==> config.mk <==
export PLATFORM = sky130hd
export DESIGN_NAME = anim_sched
export DESIGN_NICKNAME = d
export VERILOG_FILES = /design/src/rtl/anim_sched.sv
export SDC_FILE = /design/constraint.sdc
export NUM_CORES = 1
export LEC_CHECK = 0
export CORE_MARGIN = 2
export CORE_UTILIZATION = 41
export DETAILED_ROUTE_END_ITERATION = 6
export MAX_ROUTING_LAYER = met4
export PLACE_DENSITY = 0.66
export SLEW_MARGIN = 20
export SYNTH_ARGS = -nofsm -noshare
export SYNTH_HDL_FRONTEND = slang
export SYNTH_SLANG_ARGS = --single-unit
export TNS_END_PERCENT = 50
==> constraint.sdc <==
create_clock -name clk -period 8.69 [get_ports clk]
set_input_delay 2.607 -clock clk [delete_from_list [all_inputs] [get_ports clk]]
set_output_delay 2.607 -clock clk [all_outputs]
set_load 0.02 [all_outputs]
==> src/rtl/anim_sched.sv <==
// Step/frame scheduler for the 8-LED animation: prescaled step tick, four patterns,
// frame-boundary mode changes. Define ANIM_PWM_EN to add 3-bit PWM brightness on led.
module anim_sched #(
   parameter int DIV_W = 24,
   parameter int N_LED = 8
) (
   input  logic             clk,
   input  logic             rst,
   input  logic             run,
   input  logic             pause,
   input  logic [DIV_W-1:0] div,
   input  logic [1:0]       mode_req,
   input  logic             mode_req_valid,
   input  logic [2:0]       bright,
   output logic             mode_ack,
   output logic [1:0]       mode,
   output logic             step_tick,
   output logic             frame_done,
   output logic             busy,
   output logic [N_LED-1:0] led
);

   typedef enum logic [1:0] {
      IDLE = 2'd0,
      RUN  = 2'd1,
      HOLD = 2'd2
   } state_t;

   localparam logic [DIV_W-1:0] PRESC_ONE = DIV_W'(1);

   // LED word for step k of pattern m.
   function automatic logic [N_LED-1:0] pattern(input logic [1:0] m, input logic [3:0] k);
      logic [15:0] p;
      p = '0;
      case (m)
         2'd0:    p = k[3] ? (16'd1 << (4'd15 - k)) - 16'd1 : (16'd2 << k) - 16'd1;
         2'd1:    p = 16'd1 << k[2:0];
         2'd2:    p = k[3] ? 16'd1 << (4'd14 - k) : 16'd1 << k[2:0];
         default: p = (k == 4'd0) ? 16'hFFFF : 16'h0000;
      endcase
      return p[N_LED-1:0];
   endfunction

   function automatic logic [3:0] last_step(input logic [1:0] m);
      case (m)
         2'd0:    return 4'd15;
         2'd1:    return 4'd7;
         2'd2:    return 4'd13;
         default: return 4'd1;
      endcase
   endfunction

   state_t           state_q, state_d;
   logic [1:0]       mode_q, mode_d;
   logic [3:0]       step_q, step_d;
   logic [DIV_W-1:0] presc_q, presc_d;
   logic [DIV_W-1:0] div_lat_q, div_lat_d;
   logic [1:0]       pend_q, pend_d;
   logic             pend_v_q, pend_v_d;
   logic             ack_q, ack_d;
   logic [N_LED-1:0] led_q, led_d;

   // NOTE: every signal gets its default first, so no path leaves one unassigned (no latch).
   always_comb begin
      state_d    = state_q;
      mode_d     = mode_q;
      step_d     = step_q;
      presc_d    = presc_q;
      div_lat_d  = div_lat_q;
      pend_d     = pend_q;
      pend_v_d   = pend_v_q;
      led_d      = led_q;
      ack_d      = 1'b0;
      step_tick  = 1'b0;
      frame_done = 1'b0;

      unique case (state_q)
         IDLE: begin
            presc_d = '0;
            step_d  = '0;
            led_d   = '0;
            // No frame in flight, so requests (new or left pending) apply at once.
            if (mode_req_valid) begin
               mode_d   = mode_req;
               pend_v_d = 1'b0;
               ack_d    = 1'b1;
            end else if (pend_v_q) begin
               mode_d   = pend_q;
               pend_v_d = 1'b0;
               ack_d    = 1'b1;
            end
            if (run) begin
               state_d   = RUN;
               div_lat_d = div;
               led_d     = pattern(mode_d, 4'd0);
            end
         end

         RUN, HOLD: begin
            if (mode_req_valid) begin
               pend_d   = mode_req;
               pend_v_d = 1'b1;
            end
            if (!run) begin
               state_d = IDLE;
               presc_d = '0;
               step_d  = '0;
               led_d   = '0;
            end else if (state_q == HOLD) begin
               if (!pause) state_d = RUN;
            end else if (pause) begin
               state_d = HOLD;
            end else if (presc_q == div_lat_q) begin
               step_tick = 1'b1;
               presc_d   = '0;
               if (step_q == last_step(mode_q)) begin
                  frame_done = 1'b1;
                  step_d     = '0;
                  div_lat_d  = div;
                  // Only a request pending before this edge is applied; one arriving now waits.
                  if (pend_v_q) begin
                     mode_d = pend_q;
                     ack_d  = 1'b1;
                     if (!mode_req_valid) pend_v_d = 1'b0;
                  end
               end else begin
                  step_d = step_q + 4'd1;
               end
               led_d = pattern(mode_d, step_d);
            end else begin
               presc_d = presc_q + PRESC_ONE;
            end
         end

         default: state_d = IDLE;
      endcase
   end

   // NOTE: non-blocking assignments so every register samples pre-edge values.
   always_ff @(posedge clk or posedge rst) begin
      if (rst) begin
         state_q   <= IDLE;
         mode_q    <= '0;
         step_q    <= '0;
         presc_q   <= '0;
         div_lat_q <= '0;
         pend_q    <= '0;
         pend_v_q  <= 1'b0;
         ack_q     <= 1'b0;
         led_q     <= '0;
      end else begin
         state_q   <= state_d;
         mode_q    <= mode_d;
         step_q    <= step_d;
         presc_q   <= presc_d;
         div_lat_q <= div_lat_d;
         pend_q    <= pend_d;
         pend_v_q  <= pend_v_d;
         ack_q     <= ack_d;
         led_q     <= led_d;
      end
   end

   assign mode     = mode_q;
   assign mode_ack = ack_q;
   assign busy     = (state_q != IDLE);

`ifdef ANIM_PWM_EN
   logic [2:0] pwm_q;

   always_ff @(posedge clk or posedge rst) begin
      if (rst)                  pwm_q <= '0;
      else if (state_q == IDLE) pwm_q <= '0;
      else                      pwm_q <= pwm_q + 3'd1;
   end

   assign led = led_q & {N_LED{pwm_q < bright}};
`else
   logic unused_bright;
   assign unused_bright = ^bright;
   assign led           = led_q;
`endif

endmodule

# After elaboration in Yosys (flattened, before gate mapping)

Index checks and enable logic that the tools add are counted.
W data, S select, Z words.

$add $sub $neg: 6
Order comparisons: 0
Multipliers: 0
Shift-type cells: 4
Div/mod/pow operators: 0
Reductions and logical operators: 15
Bitwise gates (word level): 0
Eq/ne operators: 21
Muxes and demuxes: 88

Operators with widths:

| kind                    | count |
|---|---|
| $mux W24                | 10 |
| $pmux W24 S2            | 2 |
| $mux W8                 | 9 |
| $mux W4                 | 15 |
| $mux W2                 | 18 |
| $mux W1                 | 26 |
| $add A24 B1 Y24 const B | 1 |
| $eq A24 B24 Y1          | 1 |
| $pmux W8 S3             | 1 |
| $pmux W8 S2             | 1 |
| $shl A1 B4 Y8 const A   | 2 |
| $sub A8 B1 Y8 const B   | 2 |
| $ne A2 B2 Y1 const B    | 6 |
| $pmux W4 S3             | 1 |
| $ne A3 B3 Y1 const B    | 3 |
| $eq A2 B1 Y1 const B    | 4 |
| $eq A2 B2 Y1 const B    | 4 |
| $logic_not A2 Y1        | 4 |
| $ne A4 B4 Y1 const B    | 2 |
| $pmux W2 S2             | 2 |
| $pmux W4 S2             | 1 |
| $shl A1 B3 Y8 const A   | 1 |
| $shl A2 B4 Y8 const A   | 1 |
| $sub A4 B4 Y4 const A   | 2 |
| 12 further kinds        | 15 |

Memory bits (writable): 0
Bits in latches: 0
Register bits after elaboration: 68
Memories: 0
ROM bits: 0
Input bits: 34

# Depth between registers and ports, before layout

Gate-level depths: netlist of run 1.

Word-level depth: 24
Mapped depth: 12
Depth with buffers taken out: 11

# Least setup slack after synthesis of run 1

Ideal clock, no wire load.

Path kind: input to output
Start: input port run
End: output port frame_done
Slack: 2.579 ns
Data arrival time: 3.504 ns
Stages: 4
Data required time: 6.083 ns
Cells stage by stage: clkbuf_1 -> nand2_1 -> nor3b_1 -> and3_1

Longest elaborated chain between the ends: 2

RTL lines:

| item            | line | source |
|---|---|---|
| start, declared | 9    | `input logic run,` |
| $mux W1         | 104  | `if (!run) begin` |
| $mux W1         | 77   | `unique case (state_q)` |
| end, declared   | 18   | `output logic frame_done,` |

No other way between the ends.

# Final worst setup path of run 1

Ends and elaborated chain as after synthesis.

==> results of run 1 <==
sequential cells by signal (all words and copies together) (netlist names):
register	count
div_lat_q	24
pend_v_q	1
step_q	4
mode	2
presc_q	24
pend_q	2
led	8
mode_ack	1
state_q	2
logic make-up (layout without fill, tap and decap cells):
| kind of cell | count (synthesis) | count (layout) | synth area share |
|---|---|---|---|
| AO/OA/AOI/OAI | 87 | 87 | 0.145 |
| flip-flops | 68 | 68 | 0.390 |
| multiplexers | 36 | 36 | 0.0909 |
| adder cells (fa/ha/maj) | 10 | 10 | 0.0287 |
| buffers and inverters | 36 | 78 | 0.0373 |
| XOR/XNOR | 58 | 58 | 0.118 |
| AND/OR/NAND/NOR | 167 | 167 | 0.190 |
synth_stat cells, drive strengths merged, types with 2 or more instances:
master and n:
xnor2 26, inv 13, or3 2, nand2 32, mux2 29, a21oi 18, nor2b 4, a22o 2
mux2i 7, a211oi 5, xor2 32, clkbuf 10, nand3 20, a221oi 2, nor4 9, o22a 2
nor3 17, a2111oi 4, nand2b 3, o31a 3, a22oi 2, o21ai 22, o311ai 4, and2 3
o22ai 2, a211o 4, dfrtp 68, nand4 9, a31oi 5, ha 10, buf 12, and3 8
nor2 51, o31ai 3, nor3b 4
placed cells by master, fill, tap and decap left out, types with 3 or more instances in the layout:
master,count
a2111oi_0,3
a211o_1,4
a211oi_1,4
a21oi_1,16
a31oi_1,5
and2_1,3
and3_1,8
buf_4,3
clkbuf_8,9
clkdlybuf4s50_1,44
dfrtp_1,68
ha_1,10
inv_1,12
mux2_2,29
mux2i_1,7
nand2_1,32
nand2b_1,3
nand3_1,20
nand4_1,9
nor2_1,50
nor2b_1,4
nor3_1,16
nor3b_1,4
nor4_1,8
o21ai_0,20
o311ai_0,3
o31a_1,3
o31ai_2,3
xnor2_1,26
xor2_1,31
critical path: stages:
cell and delay (ns):
clkdlybuf4s50_1 0.73, nand2_1 0.14, nor3b_1 0.32, and3_1 0.22
clkdlybuf4s50_1 0.61
how the worst min path moves through the flow:
| stage | startpoint | to | cells after the start |
|---|---|---|---|
| after floorplan | div_lat_q[18] | div_lat_q[18] | 1 |
| after global placement | led[4] | led[4] | 1 |
| after detailed placement | led[4] | led[4] | 1 |
| after CTS | led[4] | led[4] | 1 |
| after global routing | led[4] | led[4] | 1 |
| final | led[4] | led[4] | 1 |
stage by stage:
stage,instance area (um^2),cells
final,5090,640
after global routing,5090,640
after CTS,5070,639
after detailed placement,4890,623
after global placement,4890,623
after floorplan,4360,462
power by group through the flow:
stage / combinational, mW / clock [mW] / sequential (mW)
4_1_cts: 0.808 / 0.248 / 0.518
3_5_place_dp: 0.805 / 0 / 0.524
6_report: 0.822 / 0.241 / 0.517
5_1_grt: 0.903 / 0.267 / 0.532
2_1_floorplan: 0.595 / 0 / 0.510
3_3_place_gp: 0.795 / 0 / 0.519
routing by layer:
metal | up-vias | GRT usage | wire [um]
met1 | 1735 | 0.272 | 4870
met3 | 13 | 0.0462 | 534
met2 | 99 | 0.297 | 4890
met4 | 0 | 0.0510 | 149
met5 | - | - | 0
li1 | 1723 | - | -
area by class of cell:
type	instances	area share
repair buffers	48	0.0940
clock inverters	7	0.0101
multi-input cells	358	0.493
well taps	136	0.0335
inverters	14	0.0103
flip-flops and latches	68	0.335
clock buffers	9	0.0244
==> results_dict.tcl, run 1 <==
set metrics [dict create \
    powerDensity_nw_per_um2 311 \
    utilization 0.493 \
    grt_pass1_wl_mm 17.4 \
    switchingPower_uw 703 \
    cts_hold_buf 0 \
    drt_iter0_drc 164 \
    nNetsFinal 543 \
    fin_crit_sh 0.834 \
    die_h_um 107 \
    ys_seq_elements 68 \
    fin_ws_ns 1.44 \
    routedWlPerCell_um 16.3 \
    gp_congestion 0.899 \
    regArea_um2 1700 \
    ys_top_cells_by_area "dfrtp_1, mux2_2, xor2_1, xnor2_1, nor2_1" \
    track_usage 0.198 \
    clk_latency_ns 0.35 \
    route.detailed.drc 0 \
    firstDrtPassIters 5 \
    cp_max_fo 13 \
    finalWirelength_mm 10.4 \
    grt_pass1_vias 3481 \
    root_buffer "clkbuf_8" \
    status "finished clean" \
    grt_max_degree 69 \
    numPortBuffers 44 \
    yosys_most_used_dff "dfrtp_1" \
    report.final.slew_viol_count 0 \
    cts_inserted_buffers 9 \
    worst_r2r_endpoint "led[6]" \
    p_clk_frac 0.152 \
    hold_viol_final 0 \
    yosysSeqAreaShare 0.390 \
    rsz0062_at_grt "no" \
    p_seq_frac 0.327 \
    finalSetupViolations 0 \
    multi_input_area_um2 2510 \
    antenna_found_initial 0 \
    fin_tns_setup_ns 0 \
    antennaDiodeCount 0 \
    end_kind "output pin" \
    peakVddDrop_v 0.000126 \
    syn_avg_cell_area_um2 9.44 \
    cp-endpoint "frame_done" \
    post_cts_buffers 0 \
    initial_core_util 0.423 \
    clock_skew_ns 0.0140 \
    via_per_inst 5.58 \
    clkSinkCount 68 \
    whs_ns 0.531 \
    hpwl_mm 7.49 \
    drive_gt1_frac 0.127 \
    cts_buffer_depth 2 \
    boundaryPins 48 \
    reg2regPathDepth 11 \
    preCtsSetupSlack_ns 1.47 \
    worst_pin_slew_ns 0.943 \
    p_leak_nw 2.05 \
    worstSetupStartpoint "run" \
    vias 3570 \
    tritoncts "done" \
    switching_share 0.445 \
    timing.fmax_mhz 138 \
    cts.repair.resized 0 \
    synth_area_um2 4360 \
    cts.clk_slew.worst_paths_ns 0.07 \
    synth_cells 462 \
    timing.rr.start "step_q[0]" \
    cap_violations 0 \
    cp_data_required_time_ns 6.08 \
    synth_edf_count 0 \
    p_comb_frac 0.520 \
    gr-total-overflow 0 \
    synth.largest_area_cell "dfrtp_1" \
    ant_nets 0 \
    syn_nets 506 \
    fillers 964 \
    coreArea_um2 10300 \
    slew_headroom 0.367 \
    internal-power_uw 876 \
    die_area_um2 11500 \
    synth_warnings 0 \
    h-tree-depth 3 \
    rrSetupSlack_ns 4.69 \
    worstSetupPathType "in2out" \
    async_flop_share 1.00 \
    p_total_mw 1.58 \
    min_path_type "reg2reg" \
    rows 37 \
    fin_crit_ns 7.25 \
    die_w_um 107 \
    synth_top_area_frac 0.390 \
    ys_types 62 \
    crit_path_start_kind "input pin" \
    area_growth_pct 16.6 \
    cp_data_arrival_time_ns 4.64 \
]
(Power assumes the default switching activity.)
==> run 2: changes to the inputs <==
==> constraint.sdc (replaced) <==
create_clock -name clk -period 6.85 [get_ports clk]
set_input_delay 2.055 -clock clk [delete_from_list [all_inputs] [get_ports clk]]
set_output_delay 2.055 -clock clk [all_outputs]
set_load 0.02 [all_outputs]
==> results_dict.tcl, run 2 (same netlist as run 1, synthesis figures left out) <==
set metrics [dict create \
    internal-power_mw 1.19 \
    cts.repair.resized 0 \
    min_path_type "reg2reg" \
    die_h_um 107 \
    final_cell_area_um2 5140 \
    hpwl_mm 7.40 \
    slew_headroom 0.311 \
    rows 37 \
    cap_violations 0 \
    peakVddDrop_v 0.000176 \
    worstSetupStartpoint "run" \
    routedWlPerCell_um 15.9 \
    rrSetupSlack_ns 2.88 \
    finalWirelength_mm 10.2 \
    gr-total-overflow 0 \
    drt_iter0_drc 207 \
    timing.fmax_mhz 167 \
    drive_gt1_frac 0.129 \
    h-tree-depth 3 \
    cts_hold_buf 0 \
    numPortBuffers 44 \
    status "finished clean" \
    cp_data_required_time_ns 4.80 \
    grt_pass1_wl_mm 16.9 \
    ant_nets 0 \
    firstDrtPassIters 4 \
    timing.rr.start "step_q[0]" \
    via_per_inst 5.62 \
    powerDensity_nw_per_um2 402 \
    reg2regPathDepth 11 \
    grt_pass1_vias 3440 \
    area_growth_pct 17.8 \
    hold_viol_final 0 \
    fin_tns_setup_ns 0 \
    cts_buffer_depth 2 \
    p_leak_nw 2.08 \
    finalSetupViolations 0 \
    gp_congestion 0.940 \
    switching_share 0.426 \
    holdPathStages 1 \
    die_w_um 107 \
    clk_latency_ns 0.35 \
    fin_crit_ns 5.98 \
    initial_core_util 0.423 \
    final_common_cell "dfrtp_1" \
    root_buffer "clkbuf_8" \
    placed_cell_area_um2 4900 \
    p_seq_frac 0.317 \
    end_kind "output pin" \
    worst_pin_slew_ns 1.03 \
    tritoncts "done" \
    grt_max_degree 58 \
    worstSetupPathType "in2out" \
    p_comb_frac 0.501 \
    clock_skew_ns 0.0158 \
    cts_inserted_buffers 9 \
    die_area_um2 11500 \
    route.detailed.drc 0 \
    coreArea_um2 10300 \
    p_clk_frac 0.182 \
    clkSinkCount 68 \
    p_total_mw 2.07 \
    cts.clk_slew.worst_paths_ns 0.08 \
    post_cts_buffers 0 \
    crit_path_start_kind "input pin" \
    antennaDiodeCount 0 \
    fillers 971 \
    worst_r2r_endpoint "led[6]" \
    cp-endpoint "frame_done" \
    track_usage 0.191 \
    cp_max_fo 13 \
    fin_crit_sh 0.872 \
    final_cell_mix "dfrtp_1, nor2_1, clkdlybuf4s50_1, nand2_1, xor2_1" \
    rsz0062_at_grt "no" \
    nNetsFinal 544 \
    cp_data_arrival_time_ns 3.92 \
    antenna_found_initial 0 \
    vias 3603 \
    boundaryPins 48 \
    switchingPower_uw 880 \
    report.final.slew_viol_count 0 \
]
==> run 2: changes by cell type in the layout (fill, tap and decap cells not counted) <==
cell        before  now
clkinvlp_4       2    1
clkinv_4         2    1
buf_4            3    4
bufinv_16        0    2
inv_6            1    2
clkinv_2         2    1
==> run 2: critical path, cell delays in order <==
cell and delay [ns]:
clkdlybuf4s50_1 0.46, buf_4 0.18, nand2_1 0.09, nor3b_1 0.31, and3_1 0.22, clkdlybuf4s50_1 0.60
==> run 2: power by group through the flow <==
stage          Sequential (mW)  Combinational, mW  Clock (mW)
2_1_floorplan            0.647              0.755           0
3_3_place_gp             0.659               1.00           0
3_5_place_dp             0.665               1.02           0
4_1_cts                  0.657               1.02       0.386
5_1_grt                  0.673               1.14       0.407
6_report                 0.655               1.03       0.377
==> run 2: metrics by stage <==
step	utilization	hold WS (ns)	std cells	setup WS [ns]
2_1_floorplan	-	0.501	462	1.84
3_3_place_gp	0.474	0.506	624	0.909
3_5_place_dp	0.474	0.520	624	0.893
4_1_cts	0.496	0.538	640	0.875
5_1_grt	0.498	0.547	641	0.789
6_report	0.498	0.532	641	0.875
==> run 2: how the worst min path moves through the flow <==
stage               slack [ns]           from             to
finish                    0.53  div_lat_q[20]  div_lat_q[20]
CTS                       0.54  div_lat_q[20]  div_lat_q[20]
global route              0.55  div_lat_q[20]  div_lat_q[20]
global placement          0.51         led[4]         led[4]
floorplan                 0.50  div_lat_q[18]  div_lat_q[18]
detailed placement        0.52  div_lat_q[20]  div_lat_q[20]
==> run 2: routing by layer <==
metal | vias up | part of all wire | wire length, um | global-route usage
met2 | 94 | 0.48 | 4880 | 0.297
li1 | 1731 | - | - | -
met1 | 1773 | 0.47 | 4780 | 0.257
met5 | - | 0 | 0 | -
met4 | 0 | 0.0058 | 59 | 0.0417
met3 | 5 | 0.048 | 490 | 0.0401
==> run 2: layout make-up <==
| class | count | area (um^2) | share of cell area |
|---|---|---|---|
| multi-input combinational | 358 | 2510 | 0.488 |
| sequential | 68 | 1700 | 0.331 |
| timing repair buffer | 49 | 485 | 0.0944 |
| tap | 136 | 170 | 0.0331 |
| clock buffer | 9 | 124 | 0.0241 |
| clock inverter | 7 | 98.8 | 0.0192 |
| inverter | 14 | 52.6 | 0.0102 |
